$ cat config.mk
export PLATFORM = sky130hd
export DESIGN_NAME = alu_writeback
export DESIGN_NICKNAME = d
export VERILOG_FILES = /design/src/rtl/alu_pkg.sv /design/src/rtl/alu_wb_skid.sv /design/src/rtl/alu_writeback.sv
export SDC_FILE = /design/constraint.sdc
export NUM_CORES = 1
export LEC_CHECK = 0
export BUFFER_PORTS_ARGS = -buffer_cell sky130_fd_sc_hd__clkbuf_2
export CORE_MARGIN = 2
export CORE_UTILIZATION = 35
export DETAILED_ROUTE_END_ITERATION = 12
export PLACE_DENSITY_LB_ADDON = 0.12
export SLEW_MARGIN = 40
export SYNTH_ARGS = -nofsm -noshare
export SYNTH_HDL_FRONTEND = slang
export SYNTH_SLANG_ARGS = --single-unit
$ cat constraint.sdc
create_clock -name clk -period 4.1 [get_ports clk]
set_clock_uncertainty 0.1 [all_clocks]
set_input_delay 0.41 -clock clk [delete_from_list [all_inputs] [get_ports clk]]
set_output_delay 0.41 -clock clk [all_outputs]
set_load 0.02 [all_outputs]
$ cat src/rtl/alu_pkg.sv
// ---------------------------------------------------------------------------
// alu_pkg
// Types and default widths shared by the ALU writeback stage and its
// head/skid buffer.
//   DEF_DATA_W     datapath width (must match the ALU)
//   DEF_RF_ADDR_W  register-file address width
//   wb_state_e     buffer occupancy: empty, head only, head + skid
//   wb_entry_t     one pending register write {addr, data}
// ---------------------------------------------------------------------------
package alu_pkg;

    localparam int DEF_DATA_W    = 8;
    localparam int DEF_RF_ADDR_W = 3;

    typedef enum logic [1:0] {
        WB_EMPTY = 2'd0,
        WB_ONE   = 2'd1,
        WB_FULL  = 2'd2
    } wb_state_e;

    typedef struct packed {
        logic [DEF_RF_ADDR_W-1:0] addr;
        logic [DEF_DATA_W-1:0]    data;
    } wb_entry_t;

endpackage

$ cat src/rtl/alu_wb_skid.sv
// ---------------------------------------------------------------------------
// alu_wb_skid
// Two-entry writeback buffer: a registered head that drives the register-file
// write port, plus a skid entry that absorbs one more write while the head is
// stalled. FIFO order is preserved.
// Ports:
//   clk, reset_n   clock, synchronous active-low reset
//   flush          discard every buffered entry
//   enq            push {enq_addr, enq_data} this cycle
//   wb_ready       register file takes the head this cycle
//   wb_valid       head holds a pending write (decoded from the state flop)
//   wb_addr/data   head entry (registered)
//   full           both entries occupied; upstream must stall
// ---------------------------------------------------------------------------
module alu_wb_skid
    import alu_pkg::*;
(
    input  logic                     clk,
    input  logic                     reset_n,
    input  logic                     flush,
    input  logic                     enq,
    input  logic [DEF_RF_ADDR_W-1:0] enq_addr,
    input  logic [DEF_DATA_W-1:0]    enq_data,
    input  logic                     wb_ready,
    output logic                     wb_valid,
    output logic [DEF_RF_ADDR_W-1:0] wb_addr,
    output logic [DEF_DATA_W-1:0]    wb_data,
    output logic                     full
);

    wb_state_e state, state_nxt;
    wb_entry_t head, head_nxt;
    wb_entry_t skid, skid_nxt;
    wb_entry_t enq_entry;
    logic      drain;

    assign enq_entry = '{addr: enq_addr, data: enq_data};
    assign wb_valid  = (state != WB_EMPTY);
    assign full      = (state == WB_FULL);
    assign wb_addr   = head.addr;
    assign wb_data   = head.data;
    assign drain     = wb_valid & wb_ready;

    // NOTE: every signal written here gets its default first, so no path
    // leaves one unassigned and no latch is inferred.
    always_comb begin
        state_nxt = state;
        head_nxt  = head;
        skid_nxt  = skid;
        if (flush) begin
            // A drain in this cycle still lands at the register file; the
            // entry is simply forgotten along with everything else.
            state_nxt = WB_EMPTY;
        end else begin
            unique case (state)
                WB_EMPTY: begin
                    if (enq) begin
                        state_nxt = WB_ONE;
                        head_nxt  = enq_entry;
                    end
                end
                WB_ONE: begin
                    if (enq && drain) begin
                        head_nxt  = enq_entry;
                    end else if (enq) begin
                        state_nxt = WB_FULL;
                        skid_nxt  = enq_entry;
                    end else if (drain) begin
                        state_nxt = WB_EMPTY;
                    end
                end
                WB_FULL: begin
                    // Upstream is stalled here, so only a drain can move us.
                    if (drain) begin
                        state_nxt = WB_ONE;
                        head_nxt  = skid;
                    end
                end
                default: state_nxt = WB_EMPTY;
            endcase
        end
    end

    // NOTE: sequential state uses non-blocking assignments so every flop
    // samples the pre-edge values regardless of statement order.
    always_ff @(posedge clk) begin
        if (!reset_n) begin
            state <= WB_EMPTY;
            head  <= '0;
        end else begin
            state <= state_nxt;
            head  <= head_nxt;
        end
    end

    // NOTE: the skid entry is plain storage and is not reset; it is only
    // read in WB_FULL, which is reachable only after it has been written.
    always_ff @(posedge clk) begin
        skid <= skid_nxt;
    end

endmodule

$ cat src/rtl/alu_writeback.sv
// ---------------------------------------------------------------------------
// alu_writeback
// Downstream stage of the 8-bit ALU. Captures each accepted op, buffers up to
// two register writes toward the register file (valid/ready), and owns the
// architectural carry flag that feeds back as the ALU carry-in.
// Optional feature: define ALU_WB_ZFLAG_EN to add a zero_flag output that
// tracks (in_result == 0) under the same update condition as carry_flag.
// Ports:
//   clk, reset_n    clock, synchronous active-low reset
//   flush           drop all buffered writebacks (branch redirect)
//   in_valid/ready  ALU handshake; in_ready is combinational
//   in_result       ALU result, passed bit-exact
//   in_carry        ALU carry/shift-out bit
//   in_rd           destination register
//   in_wr_en        op writes a register (0: flag-only op)
//   in_flag_en      op updates the carry (and zero) flag
//   wb_valid/ready  register-file write handshake
//   wb_addr/data    head write (registered, stable while stalled)
//   carry_flag      architectural carry
//   zero_flag       architectural zero (ALU_WB_ZFLAG_EN only)
// DATA_W / RF_ADDR_W must stay equal to the alu_pkg defaults.
// ---------------------------------------------------------------------------
module alu_writeback
    import alu_pkg::*;
#(
    parameter int RF_ADDR_W = DEF_RF_ADDR_W,
    parameter int DATA_W    = DEF_DATA_W
) (
    input  logic                 clk,
    input  logic                 reset_n,
    input  logic                 flush,
    input  logic                 in_valid,
    output logic                 in_ready,
    input  logic [DATA_W-1:0]    in_result,
    input  logic                 in_carry,
    input  logic [RF_ADDR_W-1:0] in_rd,
    input  logic                 in_wr_en,
    input  logic                 in_flag_en,
    output logic                 wb_valid,
    input  logic                 wb_ready,
    output logic [RF_ADDR_W-1:0] wb_addr,
    output logic [DATA_W-1:0]    wb_data,
    output logic                 carry_flag
`ifdef ALU_WB_ZFLAG_EN
    ,
    output logic                 zero_flag
`endif
);

    logic full;
    logic accept;
    logic flag_upd;

    assign in_ready = ~full & ~flush;
    assign accept   = in_valid & in_ready;
    assign flag_upd = accept & in_flag_en;

    alu_wb_skid u_skid (
        .clk      (clk),
        .reset_n  (reset_n),
        .flush    (flush),
        .enq      (accept & in_wr_en),
        .enq_addr (in_rd),
        .enq_data (in_result),
        .wb_ready (wb_ready),
        .wb_valid (wb_valid),
        .wb_addr  (wb_addr),
        .wb_data  (wb_data),
        .full     (full)
    );

    // Flags update on the same edge as the enqueue, whether or not the op
    // writes a register. flush blocks accept, so flags hold through it.
    always_ff @(posedge clk) begin
        if (!reset_n) begin
            carry_flag <= 1'b0;
        end else if (flag_upd) begin
            carry_flag <= in_carry;
        end
    end

`ifdef ALU_WB_ZFLAG_EN
    always_ff @(posedge clk) begin
        if (!reset_n) begin
            zero_flag <= 1'b0;
        end else if (flag_upd) begin
            zero_flag <= (in_result == '0);
        end
    end
`endif

endmodule
==> metrics.md <==
| Metric | Value |
|---|---|
| Status | finished clean |
| Slowest stage delay, CP | about 0.47 ns |
| Place WS | between 2 and 2.5 ns |
| Clock share of power | between 20% and 30% |
| Drt pass-1 iters | 4 |
| Max Root-Sink Buffers | 2 |
| Worst setup margin | 2.10 ns |
| Layout cells sized above 1 | a little over two fifths |
| Main synth FF type | dfxtp_1 |
| RSZ-0062 raised after global routing | false |
| Starting Density | between 30% and 40% |
| Mapped Avg Cell Area | between 10 and 15 µm² |
| Die width | 60.2 µm |
| TNS Setup | 0 ns |
| Worst Path Required | approximately 3.6 ns |
| IO Pins | 33 |
| N_diodes | 0 |
| Slowest stage cell, crit path | nor2b_4 |
| Worst R2R Path Depth | 4 |
| Net Sw Power | roughly 0.00011 W |
| VDD IR-drop max | roughly 0.25 mV |
| Routability Congestion | roughly 0.7 |
| CP Launch Type | flop |
| Max cap viols | 0 |
| 1st-iter DRT viols | 14 |
| First-pass GRT wire length | 3220 µm |
| Routed wire length per instance | between 10 and 15 µm |
| Post-CTS setup buffer count | 0 |
| Post-synth EDFFs | 11 |
| Core area | slightly above 3000 µm² |
| R2r startpoint | u_skid.state[1] |
| Register area share after synthesis | approximately 55% |
| Max frequency | approximately 0.5 GHz |
| Number of global-route vias before repair | a little under 700 |
| CP Capture Point | in_ready |
| Vias | around 730 |
| Pin count of the biggest net entering global routing | 23 |
| Tcrit/Tclk final | around 50% |
| Multi-input combinational cell area | between 400 and 500 µm² |
| # hold bufs at CTS | 0 |
| CTS tree | built |
| Htree depth | 1 |
| Most common cell after layout, fill and taps aside | clkbuf_2 |
| Final hold vios | 0 |
| Initial antenna violation count | 0 |
| CP top delay family | simple AND/OR/NAND/NOR gates |
| Switch share | between 20% and 30% |
| Critical Path Fanout Max | 14 |
| Pleak | around 0.5 nW |
| Post-DR vias/cell | around 4.6 |
| Die Ht | roughly 60 µm |
| HPWL reported at the end of detailed placement | 1410 µm |
| Total grt overflow | 0 |
| Remaining DRCs | 0 |
| Crit path depth | 3 |
| Cells after Synth | 85 |
| Worst path cell trace | nor2b_4 -> nor2_1 -> clkbuf_2 |
| Clk_lat worst skew | ~0.31 ns |
| Rel. slew slack | a little over half |
| Comb pwr share | roughly 14% |
| Reg2reg end | u_skid.wb_addr[1] |
| Post-synthesis async set-or-reset flop share | 0% |
| Post-synth cell types | 24 |
| Antenna-violating nets left | 0 |
| Yosys warns | 0 |
| Setup-failing EPs final | 0 |
| Count of buffers from port buffering | 32 |
| Final wirelength | about 1900 µm |
| Synthesized area | 1100 µm² |
| CTS Sinks | 25 |
| Area Overhead vs Synth | 19.5% |
| R2r setup slk | roughly 2.3 ns |
| Sequential Power Share | roughly 60% |
| Layout Nets | between 100 and 150 |
| Most frequent cells in the layout | clkbuf_2 (32), dfxtp_1 (14), nor2_1 (12), mux2i_1 (12), edfxtp_1 (11) |
| Critical Path End Type | output pin |
| Final Instance Count excl. Fillers | 160 |
| Worst slew pin tran | ~0.7 ns |
| Power per standard cell area | 337 nW/µm² |
| Clk root buf | clkbuf_4 |
| Final core occ | a little over two fifths |
| Row count | 20 |
| Num CTS Buffers | 3 |
| Die area | about 3600 µm² |
| Power Internal | approximately 0.00033 W |
| Syn_nets | around 100 |
| Worst-path clk slew | roughly 0.13 ns |
| Flops & latches, synth | 25 |
| Inst Count DP | around 160 |
| Register area | a little over 600 µm² |
| Crit path buf inv count | 1 |
| FILL cells | between 300 and 400 |
| Fin crit period | about 2 ns |
| Max-slew violations | 0 |
| Min-Delay Path Class | in -> reg |
| Total Routing Usage GR | between 10 and 15% |
| Crit Path Category | reg -> out |
| Worst Setup SP | u_skid.state[1] |
| Worst path arrival time | approximately 1.5 ns |
| Number of gates resized after cts | 0 |
-- flip-flops by register name, indices dropped and copies added, names as in the netlist --
signal          count
carry_flag          1
u_skid.state        2
u_skid.wb_addr      3
u_skid.wb_data      8
u_skid.skid        11
-- layout make-up --
class	count	area share (%)
Clock buffer	4	1.99
Inverter	2	0.569
Multi-Input combinational cell	53	34.9
Timing Repair Buffer	32	12.1
Sequential cell	25	46.3
Tap cell	44	4.17
-- stage by stage --
stage	power (W)	instance area (µm²)	hold WS, ns
after floorplan	0.000319	1100	0.382
after global placement	0.000342	1280	0.378
after detailed placement	0.000343	1280	0.385
after CTS	0.000451	1310	0.169
after global routing	0.000472	1320	0.140
final	0.000445	1320	0.176
-- worst min-delay path by stage --
stage	end	from	slack (ns)	cells after the start
5_1_grt	u_skid.skid[0]	in_result[0]	0.14	1
3_3_place_gp	carry_flag	carry_flag	0.38	2
2_1_floorplan	u_skid.state[0]	flush	0.38	1
6_report	u_skid.skid[6]	in_result[6]	0.18	1
4_1_cts	u_skid.skid[6]	in_result[6]	0.17	1
3_5_place_dp	u_skid.wb_data[6]	u_skid.wb_data[6]	0.38	1
-- routing by layer --
| layer | track usage, % | vias up | wire (µm) |
|---|---|---|---|
| met5 | 0 | - | 0 |
| li1 | - | 376 | - |
| met2 | 18.5 | 22 | 876 |
| met4 | 4.76 | 0 | 24 |
| met3 | 4.76 | 4 | 122 |
| met1 | 16.4 | 329 | 874 |
-- worst register-to-register path, cell delays in order, from the launching register on --
cell,delay (ns)
dfxtp_1,0.39
nand4bb_1,0.30
a31oi_4,0.61
nor2_1,0.12
a211oi_2,0.21
-- logic make-up (layout without fill, tap and decap cells) --
family	Yosys count	after routing	synth area share (%)
compound gates	15	15	16.8
simple gates	26	26	12.3
mux	12	12	10.9
flops	25	25	55.3
buf+inv	7	38	4.76
-- cells in the mapped netlist, types with 2 or more instances --
master	instances	area share, %
dfxtp_1	14	25
mux2i_1	12	11
nor2_1	12	4.1
edfxtp_1	11	30
a211oi_2	9	10
nand2_1	5	1.7
buf_4	2	1.4
inv_1	2	0.68
nor3_1	2	0.91
o211a_1	2	1.8
-- power by group through the flow --
| stage | combinational, W | clock, W | sequential (W) |
|---|---|---|---|
| 4_1_cts | 0.0000653 | 0.000113 | 0.000273 |
| 6_report | 0.0000645 | 0.000108 | 0.000273 |
| 3_5_place_dp | 0.0000651 | 0 | 0.000278 |
| 5_1_grt | 0.0000717 | 0.000126 | 0.000274 |
| 3_3_place_gp | 0.0000643 | 0 | 0.000278 |
| 2_1_floorplan | 0.0000314 | 0 | 0.000288 |
Power figures use the tool's default switching activity.
